===== src/rtl/mult_unpack_seq.sv =====
// FP32 multiplier front end: unpacks and classifies two operands, forms the 24x24
// mantissa product with an iterative shift-add loop and the biased exponent sum.
module mult_unpack_seq #(
    parameter int RADIX_BITS = 1
) (
    input  logic        clk,
    input  logic        rst_n,
    input  logic [31:0] a,
    input  logic [31:0] b,
    input  logic        in_valid,
    output logic        in_ready,
    output logic [47:0] result_p,
    output logic [9:0]  exp_sum,
    output logic        sign,
    output logic        zero_f,
    output logic        inf_f,
    output logic        nan_f,
    output logic        out_valid,
    input  logic        out_ready
);

    localparam int N = 24 / RADIX_BITS;
    localparam logic [4:0] LAST_CNT = 5'(N - 1);

    typedef enum logic [1:0] {
        IDLE,
        MUL,
        DONE
    } state_t;

    // ------------------------------------------------------------------
    // Operand unpack and classification
    // ------------------------------------------------------------------
    logic [7:0]  ea, eb;
    logic [22:0] ma, mb;
    logic        a_zero, a_inf, a_nan;
    logic        b_zero, b_inf, b_nan;
    logic [7:0]  ea_adj, eb_adj;
    logic [23:0] sig_a, sig_b;
    logic [9:0]  exp_raw;
    logic        nan_in, inf_in, zero_in, special_in;

    always_comb begin
        ea = a[30:23];
        ma = a[22:0];
        eb = b[30:23];
        mb = b[22:0];

        a_zero = (ea == 8'h00) && (ma == 23'd0);
        a_inf  = (ea == 8'hFF) && (ma == 23'd0);
        a_nan  = (ea == 8'hFF) && (ma != 23'd0);
        b_zero = (eb == 8'h00) && (mb == 23'd0);
        b_inf  = (eb == 8'hFF) && (mb == 23'd0);
        b_nan  = (eb == 8'hFF) && (mb != 23'd0);

        // Denormals carry no hidden bit but share the exponent of the smallest normal.
        ea_adj = (ea == 8'h00) ? 8'd1 : ea;
        eb_adj = (eb == 8'h00) ? 8'd1 : eb;
        sig_a  = {(ea != 8'h00), ma};
        sig_b  = {(eb != 8'h00), mb};

        exp_raw = {2'b00, ea_adj} + {2'b00, eb_adj} - 10'd127;

        nan_in     = a_nan | b_nan | (a_zero & b_inf) | (a_inf & b_zero);
        inf_in     = (a_inf | b_inf) & ~nan_in;
        zero_in    = (a_zero | b_zero) & ~nan_in;
        special_in = nan_in | inf_in | zero_in;
    end

    // ------------------------------------------------------------------
    // State
    // ------------------------------------------------------------------
    state_t      state_q,     state_d;
    logic [4:0]  cnt_q,       cnt_d;
    logic [23:0] mcand_q,     mcand_d;
    logic [23:0] mplier_q,    mplier_d;
    logic [47:0] acc_q,       acc_d;
    logic [47:0] result_p_q,  result_p_d;
    logic [9:0]  exp_sum_q,   exp_sum_d;
    logic        sign_q,      sign_d;
    logic        zero_q,      zero_d;
    logic        inf_q,       inf_d;
    logic        nan_q,       nan_d;
    logic        in_ready_q,  in_ready_d;
    logic        out_valid_q, out_valid_d;

    logic [47:0] pp;
    logic [5:0]  shamt;

    always_comb begin
        shamt = 6'(cnt_q * RADIX_BITS);
        pp    = (48'(mcand_q) * 48'(mplier_q[RADIX_BITS-1:0])) << shamt;
    end

    // NOTE: every _d gets a default first so no path through the case infers a latch.
    always_comb begin
        state_d    = state_q;
        cnt_d      = cnt_q;
        mcand_d    = mcand_q;
        mplier_d   = mplier_q;
        acc_d      = acc_q;
        result_p_d = result_p_q;
        exp_sum_d  = exp_sum_q;
        sign_d     = sign_q;
        zero_d     = zero_q;
        inf_d      = inf_q;
        nan_d      = nan_q;

        unique case (state_q)
            IDLE: begin
                if (in_valid) begin
                    sign_d     = a[31] ^ b[31];
                    nan_d      = nan_in;
                    inf_d      = inf_in;
                    zero_d     = zero_in;
                    exp_sum_d  = special_in ? 10'd0 : exp_raw;
                    acc_d      = '0;
                    result_p_d = '0;
                    mplier_d   = sig_b;
                    // Specials make a single pass with a zero multiplicand so they
                    // reach DONE one edge later with an all-zero product.
                    mcand_d    = special_in ? 24'd0 : sig_a;
                    cnt_d      = special_in ? LAST_CNT : 5'd0;
                    state_d    = MUL;
                end
            end
            MUL: begin
                acc_d    = acc_q + pp;
                mplier_d = mplier_q >> RADIX_BITS;
                cnt_d    = cnt_q + 5'd1;
                if (cnt_q == LAST_CNT) begin
                    result_p_d = acc_d;
                    state_d    = DONE;
                end
            end
            DONE: begin
                if (out_ready) begin
                    state_d = IDLE;
                end
            end
            default: begin
                state_d = IDLE;
            end
        endcase

        in_ready_d  = (state_d == IDLE);
        out_valid_d = (state_d == DONE);
    end

    // NOTE: sequential state uses non-blocking assignments only.
    always_ff @(posedge clk or negedge rst_n) begin
        if (!rst_n) begin
            state_q     <= IDLE;
            cnt_q       <= '0;
            mcand_q     <= '0;
            mplier_q    <= '0;
            acc_q       <= '0;
            result_p_q  <= '0;
            exp_sum_q   <= '0;
            sign_q      <= 1'b0;
            zero_q      <= 1'b0;
            inf_q       <= 1'b0;
            nan_q       <= 1'b0;
            in_ready_q  <= 1'b1;
            out_valid_q <= 1'b0;
        end else begin
            state_q     <= state_d;
            cnt_q       <= cnt_d;
            mcand_q     <= mcand_d;
            mplier_q    <= mplier_d;
            acc_q       <= acc_d;
            result_p_q  <= result_p_d;
            exp_sum_q   <= exp_sum_d;
            sign_q      <= sign_d;
            zero_q      <= zero_d;
            inf_q       <= inf_d;
            nan_q       <= nan_d;
            in_ready_q  <= in_ready_d;
            out_valid_q <= out_valid_d;
        end
    end

    assign in_ready  = in_ready_q;
    assign out_valid = out_valid_q;
    assign result_p  = result_p_q;
    assign exp_sum   = exp_sum_q;
    assign sign      = sign_q;
    assign zero_f    = zero_q;
    assign inf_f     = inf_q;
    assign nan_f     = nan_q;

endmodule


===== config.mk =====
export PLATFORM = sky130hd
export DESIGN_NAME = mult_unpack_seq
export DESIGN_NICKNAME = d
export VERILOG_FILES = /design/src/rtl/mult_unpack_seq.sv
export SDC_FILE = /design/constraint.sdc
export NUM_CORES = 1
export LEC_CHECK = 0
export CORE_ASPECT_RATIO = 1.4
export CORE_MARGIN = 2
export CORE_UTILIZATION = 40
export DETAILED_ROUTE_END_ITERATION = 10
export PLACE_DENSITY = 0.64
export SETUP_SLACK_MARGIN = 0.4
export SYNTH_ARGS = -nofsm -noshare
export SYNTH_HDL_FRONTEND = slang
export SYNTH_SLANG_ARGS = --single-unit
export TNS_END_PERCENT = 30

===== constraint.sdc =====
create_clock -name clk -period 5.72 [get_ports clk]
set_input_delay 1.144 -clock clk [delete_from_list [all_inputs] [get_ports clk]]
set_output_delay 1.144 -clock clk [all_outputs]
set_load 0.02 [all_outputs]

[Word-level counts from Yosys, hierarchy flattened]
Index checks and enable logic that the tools add are counted.
Widths: inputs -> output; s select.
Storage, ports and cells
  flip-flop bits (word level): 167
  input port bits: 68
  output and inout bits: 64
  word-level logic and storage cells: 77
Cells by class
  $add $sub $neg: 4
  multiply operators: 1
  equal/unequal tests: 8
  shift-type cells: 1
  multiplexer cells: 17
  bitwise logic cells: 13
  reduce and logical (&&, ||, !) cells: 20
Operators by type and width (number)
  $pmux 48 s2: 2
  $mux 48: 2
  $add 48x48->48: 1
  $mux 24: 2
  $pmux 24 s2: 1
  $shl 25x5->48: 1
  $logic_not 23->1: 2
  $reduce_bool 23->1: 2
  $mul 24x1->25: 1
  $eq 8x8->1 const B: 2
  $logic_not 8->1: 2
  $mux 8: 2
  $reduce_bool 8->1: 2
  $mux 10: 1
  $mux 5: 2
  $pmux 5 s2: 1
  $sub 9x7->10 const B: 1
  $add 8x8->9: 1
  $or 1x1->1: 7
  $logic_and 1x1->1: 6
  $mux 2: 3
  $pmux 2 s3: 1
  $add 5x1->5 const B: 1
  $eq 5x5->1 const B: 1
  10 further kinds: 17

[Depth between registers and ports, before layout]
Gate-level depths: netlist of run 1.
  depth after elaboration: 12
  gate-level depth with buffers: 21
  gate-level depth less buffers: 17

[Least setup slack after synthesis of run 1]
Ideal clock, no wire load.
  kind: register to register
  start: register cnt_q[0]
  end: register acc_q[46]
  setup time: 122 ps
  arrival time: 4170 ps
  required time: 5598 ps
  path slack: 1429 ps
  stages on the path, launching flop included: 21
  path buffers: 4
  period minus slack after synthesis: 4291 ps
  cells stage by stage: dfrtp_1 -> buf_2 -> buf_2 -> buf_2 -> mux2i_1 -> nand2_1 -> o21ai_0 -> nor2_1 -> o21ai_0 -> nor2_1 -> a31oi_1 -> a21oi_1 -> ha_1 -> clkbuf_1 -> nand2_1 -> or3b_4 -> or4_1 -> o32a_2 -> a21oi_2 -> o21ai_1 -> a32o_1
On the way
  cells in the longest elaborated chain, start to end: 3
RTL lines
  start: declaration: RTL line 74  | logic [4:0] cnt_q, cnt_d;
  start signal: assignment: RTL line 168  | cnt_q <= cnt_d;
  $shl 25x5->48: RTL line 92  | pp = (48'(mcand_q) * 48'(mplier_q[RADIX_BITS-1:0])) << shamt;
  $add 48x48->48: RTL line 128  | acc_d = acc_q + pp;
  $pmux 48 s2: RTL line 109  | unique case (state_q)
  end signal: assignment: RTL line 157  | acc_q <= '0;
  end signal: assignment: RTL line 171  | acc_q <= acc_d;
  end: declaration: RTL line 77  | logic [47:0] acc_q, acc_d;
No other way between the ends.
A chain may end at the register's enable or synchronous reset.

[Worst setup path in the final report of run 1]
  start: register cnt_q[0]
  end: register acc_q[47]
The elaborated chain is that of the path after synthesis.

==> results of run 1 <==
## final cells by class
| cell class | count | area (µm²) |
|---|---|---|
| fill | 2794 | 14800 |
| multi-input combinational | 1096 | 6830 |
| sequential | 167 | 4180 |
| timing repair buffer | 151 | 1480 |
| tap | 375 | 469 |
| clock buffer | 21 | 450 |
| inverter | 28 | 105 |
| clock inverter | 11 | 91.3 |
## worst min-delay path, stage by stage, from the launching register on
cell	delay [ns]
dfrtp_1	0.34
nand2_1	0.04
o21ai_0	0.06
## power by group
| part | switching (mW) | total, mW | leakage (nW) | internal [mW] |
|---|---|---|---|---|
| Clock | 0.512 | 1.09 | 0.263 | 0.574 |
| Combinational | 3.02 | 5.04 | 3.61 | 2.03 |
| Sequential | 0.453 | 2.17 | 2.12 | 1.72 |
| Total | 3.98 | 8.30 | 5.99 | 4.32 |
## placed cells by master, fill, tap and decap left out, drive strengths merged, types with 8 or more instances in the layout
cell and n:
nand4 24, o31ai 15, and2 8, o211ai 8
nor2b 33, inv 31, xor2 18, o21ai 155
nor2 81, dfrtp 166, a31oi 12, or2 10
mux2 13, nand2 241, mux2i 27, o22ai 17
nor4 16, nand3 40, a21oi 90, a22o 34
clkdlybuf4s50 130, clkbuf 21, or3 9, xnor2 26
o21bai 12, ha 63, buf 21, nand2b 11
nor3 16, a21o 25, a22oi 26
## per-layer routing
metal	track usage, %	up-vias	routed length [µm]
met5	0	-	0
met4	9.13	0	1110
met3	4.16	63	1180
met2	38.7	236	16300
met1	27.4	4966	14200
li1	-	5163	-
## path summary, 6_finish.rpt
| check | slack, ns | cells after the start | to | from |
|---|---|---|---|---|
| min | 0.48 | 2 | result_p[25] | result_p[25] |
| max | 0.69 | 16 | acc_q[47] | cnt_q[0] |
| min in group asynchronous | 0.70 | 1 | result_p[2] | rst_n |
| max in group asynchronous | 4.04 | 2 | acc_q[42] | rst_n |
| min reg2reg | 0.48 | 2 | result_p[25] | result_p[25] |
| max reg2reg | 0.69 | 16 | acc_q[47] | cnt_q[0] |
## state kept, by name, summed over array words and instances (netlist names), 2 cells and up
register  count
acc_q        48
cnt_q         5
exp_sum      10
mcand_q      24
mplier_q     24
result_p     48
state_q       2
## kinds of logic after synthesis
family                     Yosys count  synth area share, %
and+or+nand+nor                    506                 20.4
xor gates and xnor gates            44                 3.35
muxes                               40                 3.62
DFF                                167                 36.3
adders and majority gates           65                 7.20
AOI/OAI and AO/OA                  441                 24.5
buffers and inverters              139                 4.64
==> impl_metrics.env, run 1 <==
export IMPL_syn_nets=1535
export IMPL_die_y_um=205
export IMPL_drcViolationCount=0
export IMPL_design_area_um2=13600
export IMPL_async_flop_share_pct=100
export IMPL_worstMarginPinSlew_ns=0.977
export IMPL_grt_usage_pct=22.4
export IMPL_dp_cells=1817
export IMPL_synth_edf_count=0
export IMPL_drt_wirelength_per_cell_um=17.8
export IMPL_grt_pass1_wl_um=54000
export IMPL_hold_violations=0
export IMPL_core_um2=28400
export IMPL_cp_end_kind="register"
export IMPL_gp_congestion=0.934
export IMPL_skew_ns=0.00828
export IMPL_vias=10400
export IMPL_tns_ns=0
export IMPL_cap_violations=0
export IMPL_grt_remaining_overflow=0
export IMPL_final_layout_size_suffix_gt1_share_pct=6.92
export IMPL_drt_wl_total_um=32800
export IMPL_fp_dieW_um=147
export IMPL_worstPathCellList="mux2_2 > o21ai_0 > nor2_1 > o21ai_0 > nand2_1 > o21ai_0 > o22ai_1 > ha_1 > a21oi_1 > o21ai_0 > nor2_1 > o311ai_2 > nand3_1 > a31oi_1 > or3b_2 > a32o_1"
export IMPL_drt_iter0_drc=728
export IMPL_maxSlewViolCount=0
export IMPL_layout_nets=1594
export IMPL_cp_common_cell="o21ai_0"
export IMPL_status="finished, final reports clean"
export IMPL_synth_cell_type_count=75
export IMPL_ir_drop_mv=0.279
export IMPL_cts_resized=0
export IMPL_root_buffer="clkbuf_16"
export IMPL_area_growth_pct=18.2
export IMPL_setup_viol=0
export IMPL_initial_core_util_pct=40.5
export IMPL_leakage_nw=5.99
export IMPL_worst_setup_path_type="reg -> reg"
export IMPL_antenna_left=0
export IMPL_dpl_instance_area_um2=13100
export IMPL_synth_top_area_share_pct=36.1
export IMPL_mappedNetlistArea_um2=11500
export IMPL_grt_pass1_vias=10400
export IMPL_ioPinCount=132
export IMPL_max_slew_margin_rel_pct=34.7
export IMPL_dp_hpwl_um=24600
export IMPL_finalNonFillerCells=1849
export IMPL_synth_top_cell_by_area="dfrtp_1"
export IMPL_crit_family="compound AO/OA/AOI/OAI gates"
export IMPL_yosys_warnings=0
export IMPL_fmax_mhz=199
export IMPL_cts_buffers=17
export IMPL_via_per_inst=5.64
export IMPL_crit_slowest_cell="dfrtp_2"
export IMPL_finish_utilization_pct=47.9
export IMPL_avgSynthCellArea_um2=8.21
export IMPL_post_route_period_util_pct=88.0
export IMPL_cts_buffer_depth=2
export IMPL_power_density_nw_per_um2=610
export IMPL_drt_first_pass_iters=7
export IMPL_p_total_mw=8.30
export IMPL_cts_tree="done"
export IMPL_worst_hold_slack_ns=0.478
export IMPL_ys_flop_type="dfrtp_1"
export IMPL_worst_slack_ns=0.687
export IMPL_cts_setup_buffers=0
export IMPL_antenna_found_initial=0
export IMPL_fin_crit_ns=5.03
export IMPL_port_buffers=131
export IMPL_cts_sinks=167
export IMPL_clkTransAtPathRegs_ns=0.07
export IMPL_rsz0062_at_grt="yes"
export IMPL_place_ws_ns=0.415
export IMPL_row_count=73
export IMPL_synth_most_common_cell="nand2_1"
export IMPL_htree_levels=4
export IMPL_holdBufCountCts=0
export IMPL_slowest_delay_ns=0.67
export IMPL_cp_required_ns=6.07
export IMPL_synth_common_cells="nand2_1, dfrtp_1, o21ai_0, clkbuf_1, a21oi_1"
export IMPL_hp_class="reg -> reg"
export IMPL_yosys_top_cells_area="dfrtp_1, nand2_1, ha_1"
export IMPL_postSynthCellCount=1402
export IMPL_dieArea_um2=30200
export IMPL_yosysSeqAreaShare_pct=36.3
export IMPL_crit_path_start_kind="register"
export IMPL_grt_max_degree=99
export IMPL_ys_ff_latch=167
export IMPL_clock_latency_ns=0.46
export IMPL_crit_path_max_fanout=22
export IMPL_critPathArrivalTime_ns=5.38
export IMPL_path_buf_inv=0
export IMPL_n_antenna_cell=0
No activity file was read; power rests on OpenSTA's default activity.
==> run 2, diff against run 1 <==
- ABC_AREA: default -> 1
- PLACE_DENSITY: 0.64 -> 0.66
- clock period: 5.72 -> 4.3 ns (I/O delays scaled with it)
==> run 2 against run 1 <==
Against the previous run: register-to-register slack got worse by 0.098 ns; critical path depth rose by 6; global-route usage rose by 3.5 points; non-clock buffer count rose by 43; wire length rose by 29%; sequential share of layout area fell by 3.7 points; worst hold slack got worse by 0.066 ns; utilization rose by 1.0 points; sequential cell count did not move; clock skew rose by 0.0073 ns; highest routed layer unchanged; clock-buffer cell count fell by 3; maximum frequency rose by 36%.
==> impl_metrics.env, run 2 <==
export IMPL_crit_path_start_kind="register"
export IMPL_holdBufCountCts=0
export IMPL_slowest_delay_ns=0.44
export IMPL_fmax_mhz=269
export IMPL_antenna_left=0
export IMPL_yosys_top_cells_area="dfrtp_1, nand2_1, inv_1"
export IMPL_drt_first_pass_iters=5
export IMPL_cp_required_ns=4.67
export IMPL_status="finished, final reports clean"
export IMPL_hp_class="in -> async"
export IMPL_r2r_start="mplier_q[0]"
export IMPL_yosysSeqAreaShare_pct=32.6
export IMPL_root_buffer="clkbuf_16"
export IMPL_port_buffers=131
export IMPL_post_route_period_util_pct=86.3
export IMPL_via_per_inst=5.06
export IMPL_ys_ff_latch=167
export IMPL_cts_tree="done"
export IMPL_row_count=77
export IMPL_synth_common_cells="nand2_1, inv_1, dfrtp_1, nor2_1, nand3_1"
export IMPL_worst_setup_path_type="reg -> reg"
export IMPL_n_antenna_cell=0
export IMPL_cp_end_kind="register"
export IMPL_final_layout_size_suffix_gt1_share_pct=7.38
export IMPL_grt_max_degree=89
export IMPL_cts_buffer_depth=2
export IMPL_gr_usage_met1_pct=30.1
export IMPL_cts_sinks=167
export IMPL_clock_latency_ns=0.47
export IMPL_gp_congestion=1.02
export IMPL_crit_slowest_cell="dfrtp_2"
export IMPL_regArea_um2=4180
export IMPL_cp_common_cell="nand2_1"
export IMPL_nFillCells=3267
export IMPL_syn_nets=2170
export IMPL_synth_edf_count=0
export IMPL_mappedNetlistArea_um2=12800
export IMPL_synth_cell_type_count=49
export IMPL_avgSynthCellArea_um2=6.30
export IMPL_mostFrequentLayoutCells="nand2_1, inv_1, dfrtp_1, clkdlybuf4s50_1, nor2_1"
export IMPL_worstMarginPinSlew_ns=0.907
export IMPL_async_flop_share_pct=100
export IMPL_max_slew_margin_rel_pct=39.4
export IMPL_final_common_cell="nand2_1"
export IMPL_maxSlewViolCount=0
export IMPL_synth_most_common_cell="nand2_1"
export IMPL_worstPathCellList="clkbuf_4 > nand2_1 > nand2_1 > o21ai_1 > o21ai_1 > nor2_1 > a31oi_2 > buf_4 > nand2_1 > nor2_1 > ha_1 > nand2_1 > inv_1 > nand2_1 > nand2_1 > inv_1 > nand3_1 > nand2_1 > nand2_1 > a21oi_1 > o21ai_0 > o21ai_0"
export IMPL_ioPinCount=132
export IMPL_core_um2=31600
export IMPL_ys_flop_type="dfrtp_1"
export IMPL_synth_top_area_share_pct=32.4
export IMPL_dp_hpwl_um=33900
export IMPL_hold_violations=0
export IMPL_drcViolationCount=0
export IMPL_worstSetupStartpoint="mplier_q[0]"
export IMPL_dieArea_um2=33600
export IMPL_use_met3_pct=3.67
export IMPL_grt_usage_pct=25.9
export IMPL_finish_utilization_pct=48.9
export IMPL_clkTransAtPathRegs_ns=0.07
export IMPL_skew_ns=0.0156
export IMPL_finalNonFillerCells=2578
export IMPL_grt_remaining_overflow=0
export IMPL_multiInputGateArea_um2=7280
export IMPL_cts_buffers=17
export IMPL_gr_usage_met2_pct=45.7
export IMPL_fp_dieW_um=155
export IMPL_rsz0062_at_grt="yes"
export IMPL_grt_pass1_vias=12900
export IMPL_yosys_warnings=0
export IMPL_drt_wl_total_um=42300
export IMPL_antenna_found_initial=0
export IMPL_postSynthCellCount=2037
export IMPL_busiest_layer="met2"
export IMPL_die_y_um=216
export IMPL_crit_path_max_fanout=8
export IMPL_area_growth_pct=20.4
export IMPL_drt_wirelength_per_cell_um=16.4
export IMPL_layout_nets=2303
export IMPL_fin_crit_ns=3.71
export IMPL_cap_violations=0
export IMPL_htree_levels=4
export IMPL_critPathArrivalTime_ns=4.08
export IMPL_dp_cells=2540
export IMPL_drt_iter0_drc=823
export IMPL_rr_worst_depth=22
export IMPL_grt_pass1_wl_um=67700
export IMPL_initial_core_util_pct=40.6
export IMPL_setup_viol=0
export IMPL_vias=13100
export IMPL_tns_ns=0
export IMPL_synth_top_cell_by_area="dfrtp_1"
## run 2: logic make-up after synthesis
family	Yosys count	synth area share, %
simple gates	1164	37.1
buf+inv	367	11.5
compound gates	258	11.2
flops	167	32.6
fa+ha+maj	65	6.45
mux	9	0.702
xor+xnor	7	0.478
## run 2: timing repair
item / CTS / global route
pin swaps: 0 / 1
setup buffers: 0 / 6
gates cloned: 0 / 0
endpoints found under the hold margin: 0 / 0
endpoints found under the setup margin: 9 / 56
resized for setup: 3 / 47
## run 2: path summary, 6_finish.rpt
path	to	slack (ns)
max	result_p[17]	0.59
max reg2reg	result_p[17]	0.59
max in group asynchronous	in_ready	2.96
min in group clk	result_p[42]	0.48
min	mcand_q[7]	0.41
min reg2reg	result_p[42]	0.48
## run 2: worst max-delay path: cells and delay by family, from the launching register on
kind / cells / cell delay [ns]
and+or+nand+nor: 11 / 1.29
AOI/OAI and AO/OA: 6 / 1.08
buffers and inverters: 4 / 0.48
DFF: 1 / 0.44
adders and majority gates: 1 / 0.32
## run 2: metrics by stage
stage          hold WS, ns  worst slack, ns  area, µm²
2_1_floorplan        0.449             1.37      12800
3_3_place_gp         0.464            0.328      14700
3_5_place_dp         0.465            0.235      14700
4_1_cts              0.435            0.427      15300
5_1_grt              0.475            0.348      15500
6_report             0.412            0.588      15500
## run 2: layer usage
layer	wire length, µm	share of wire [%]
met1	17300	41
met2	21100	50
met3	1710	4.0
met4	2110	5.0
met5	0	0
## run 2: layout make-up
cell class / instances / area share, %
multi-input cells: 1503 / 47.1
clock buffers: 18 / 2.84
repair buffers: 194 / 11.7
clock inverters: 14 / 1.05
well taps: 395 / 3.20
flip-flops and latches: 167 / 27.1
inverters: 287 / 7.00
Power of run 2 is left out: the tool's default activity adds up to more than one toggle a clock period on the data nets, which glitch-free logic cannot reach.
==> run 3, diff against run 2 <==
- CORE_ASPECT_RATIO: 1.4 -> 0.9
- clock period: 4.3 -> 3.4 ns (I/O delays scaled with it)
==> run 3 against run 2 <==
Against the previous run: worst hold slack lost 0.28 ns; maximum frequency grew 9.4%; sequential cell count stayed put; sequential share of layout area shrank 4.3 points; wire length increased by 6.2%; setup slack worse by 0.58 ns; via count increased by 6.4%; non-clock buffer count is 154 higher; utilization grew 9.0 points; critical endpoint is now acc_q[41]; largest cell class unchanged.
==> impl_metrics.env, run 3 (same netlist as run 2, synthesis figures left out) <==
export IMPL_hold_violations=0
export IMPL_cts_tree="done"
export IMPL_status="finished, final reports clean"
export IMPL_antenna_left=0
export IMPL_cp_required_ns=3.76
export IMPL_hp_class="in -> async"
export IMPL_rr_endpoint="acc_q[41]"
export IMPL_fin_crit_ns=3.39
export IMPL_htree_levels=4
export IMPL_cp_endpoint="acc_q[41]"
export IMPL_r2r_start="cnt_q[0]"
export IMPL_clock_latency_ns=0.47
export IMPL_fp_dieW_um=193
export IMPL_drt_first_pass_iters=7
export IMPL_cts_buffer_depth=2
export IMPL_layout_nets=2458
export IMPL_crit_path_max_fanout=6
export IMPL_via_per_inst=5.04
export IMPL_area_growth_pct=43.2
export IMPL_worst_setup_path_type="reg -> reg"
export IMPL_maxSlewViolCount=0
export IMPL_vias=13900
export IMPL_tns_ns=0
export IMPL_cts_buffers=17
export IMPL_grt_remaining_overflow=0
export IMPL_port_buffers=131
export IMPL_antenna_found_initial=0
export IMPL_dp_cells=2690
export IMPL_grt_pass1_wl_um=70400
export IMPL_drt_wirelength_per_cell_um=16.3
export IMPL_drt_iter0_drc=912
export IMPL_nFillCells=3079
export IMPL_setup_viol=0
export IMPL_ioPinCount=132
export IMPL_die_y_um=174
export IMPL_grt_usage_pct=27.1
export IMPL_clkTransAtPathRegs_ns=0.08
export IMPL_cap_violations=0
export IMPL_final_layout_size_suffix_gt1_share_pct=26.2
export IMPL_rsz0062_at_grt="yes"
export IMPL_final_common_cell="nand2_1"
export IMPL_finalNonFillerCells=2754
export IMPL_multiInputGateArea_um2=8820
export IMPL_skew_ns=0.0177
export IMPL_drcViolationCount=0
export IMPL_dp_hpwl_um=34500
export IMPL_rrSetupSlack_ns=0.008
export IMPL_critPathArrivalTime_ns=3.75
export IMPL_rr_worst_depth=22
export IMPL_grt_max_degree=74
export IMPL_place_ws_ns=-0.356
export IMPL_cts_sinks=167
export IMPL_worst_slack_ns=0.00770
export IMPL_regArea_um2=4180
export IMPL_row_count=62
export IMPL_grt_pass1_vias=13400
export IMPL_mostFrequentLayoutCells="nand2_1, inv_1, buf_4, dfrtp_1, clkdlybuf4s50_1"
export IMPL_max_slew_margin_rel_pct=44.0
export IMPL_n_antenna_cell=0
export IMPL_root_buffer="clkbuf_16"
export IMPL_crit_path_start_kind="register"
export IMPL_cp_end_kind="register"
export IMPL_gp_congestion=0.919
export IMPL_fmax_mhz=295
export IMPL_finish_utilization_pct=58.0
export IMPL_worstSetupStartpoint="cnt_q[0]"
export IMPL_worstMarginPinSlew_ns=0.840
export IMPL_post_route_period_util_pct=99.8
export IMPL_dieArea_um2=33500
export IMPL_core_um2=31700
export IMPL_drt_wl_total_um=44900
export IMPL_initial_core_util_pct=40.5
## run 3: cell types whose count changed in the layout (fill, tap and decap cells not counted), moves of 16 or more
cell,before,now
nand2_1,812,731
nor2_2,13,32
inv_1,277,259
ha_1,61,31
nor2_1,129,75
buf_4,59,199
nor2_4,5,40
nand2_2,4,73
o21ai_0,98,42
o21ai_2,7,60
nand3_1,127,101
nand3_2,2,26
inv_2,9,25
ha_4,0,31
## run 3: worst max-delay path, stage by stage (launching register included)
cell and delay [ns]:
dfrtp_2 0.51, buf_12 0.17, buf_6 0.12, nand3_2 0.06
nand2_2 0.07, nand2_1 0.07, o21ai_2 0.07, mux2i_2 0.23
nand2_1 0.12, buf_4 0.15, nand2_1 0.06, nor2_1 0.07
ha_1 0.38, nand2_2 0.14, inv_2 0.07, nand2_1 0.08
nand3_2 0.11, inv_1 0.08, nand2_1 0.07, a21oi_2 0.12
nand4_1 0.29, nand3_1 0.18, nand2_1 0.06
## run 3: worst min path at each step
stage	endpoint	from	cells after the start
floorplan	acc_q[0]	rst_n	0
global placement	result_p[14]	result_p[14]	2
detailed placement	nan_f	nan_f	2
CTS	result_p[11]	rst_n	1
global route	result_p[11]	rst_n	1
finish	result_p[11]	rst_n	1
## run 3: final cells by class
cell class | count | share of cell area [%]
Clock buffer | 17 | 2.31
Clock inverter | 15 | 0.987
Inverter | 287 | 5.95
Multi-Input combinational cell | 1503 | 47.9
Sequential cell | 167 | 22.7
Tap cell | 416 | 2.83
Timing Repair Buffer | 348 | 17.2
Timing Repair inverter | 1 | 0.0612
## run 3: through the flow
stage          cell area, µm²  hold slack, ns
2_1_floorplan           12800           0.384
3_3_place_gp            15800           0.464
3_5_place_dp            15800           0.465
4_1_cts                 17400           0.131
5_1_grt                 18400           0.159
6_report                18400           0.128
## run 3: timing repair
| action | in CTS | in global routing |
|---|---|---|
| gates resized for setup | 255 | 218 |
| endpoints found under the setup margin | 87 | 92 |
| pin swaps | 66 | 43 |
| buffers inserted | 16 | 11 |
| hold buffers | 0 | 0 |
| cloned | 1 | 4 |
## run 3: layer usage
layer | up-vias | wire length [µm] | GRT usage, %
met5 | - | 0 | 0
met4 | 0 | 1290 | 8.78
met3 | 67 | 2240 | 4.89
met2 | 331 | 20900 | 44.0
met1 | 6468 | 20400 | 36.3
li1 | 7019 | - | -
Power of run 3 is left out for the same reason.
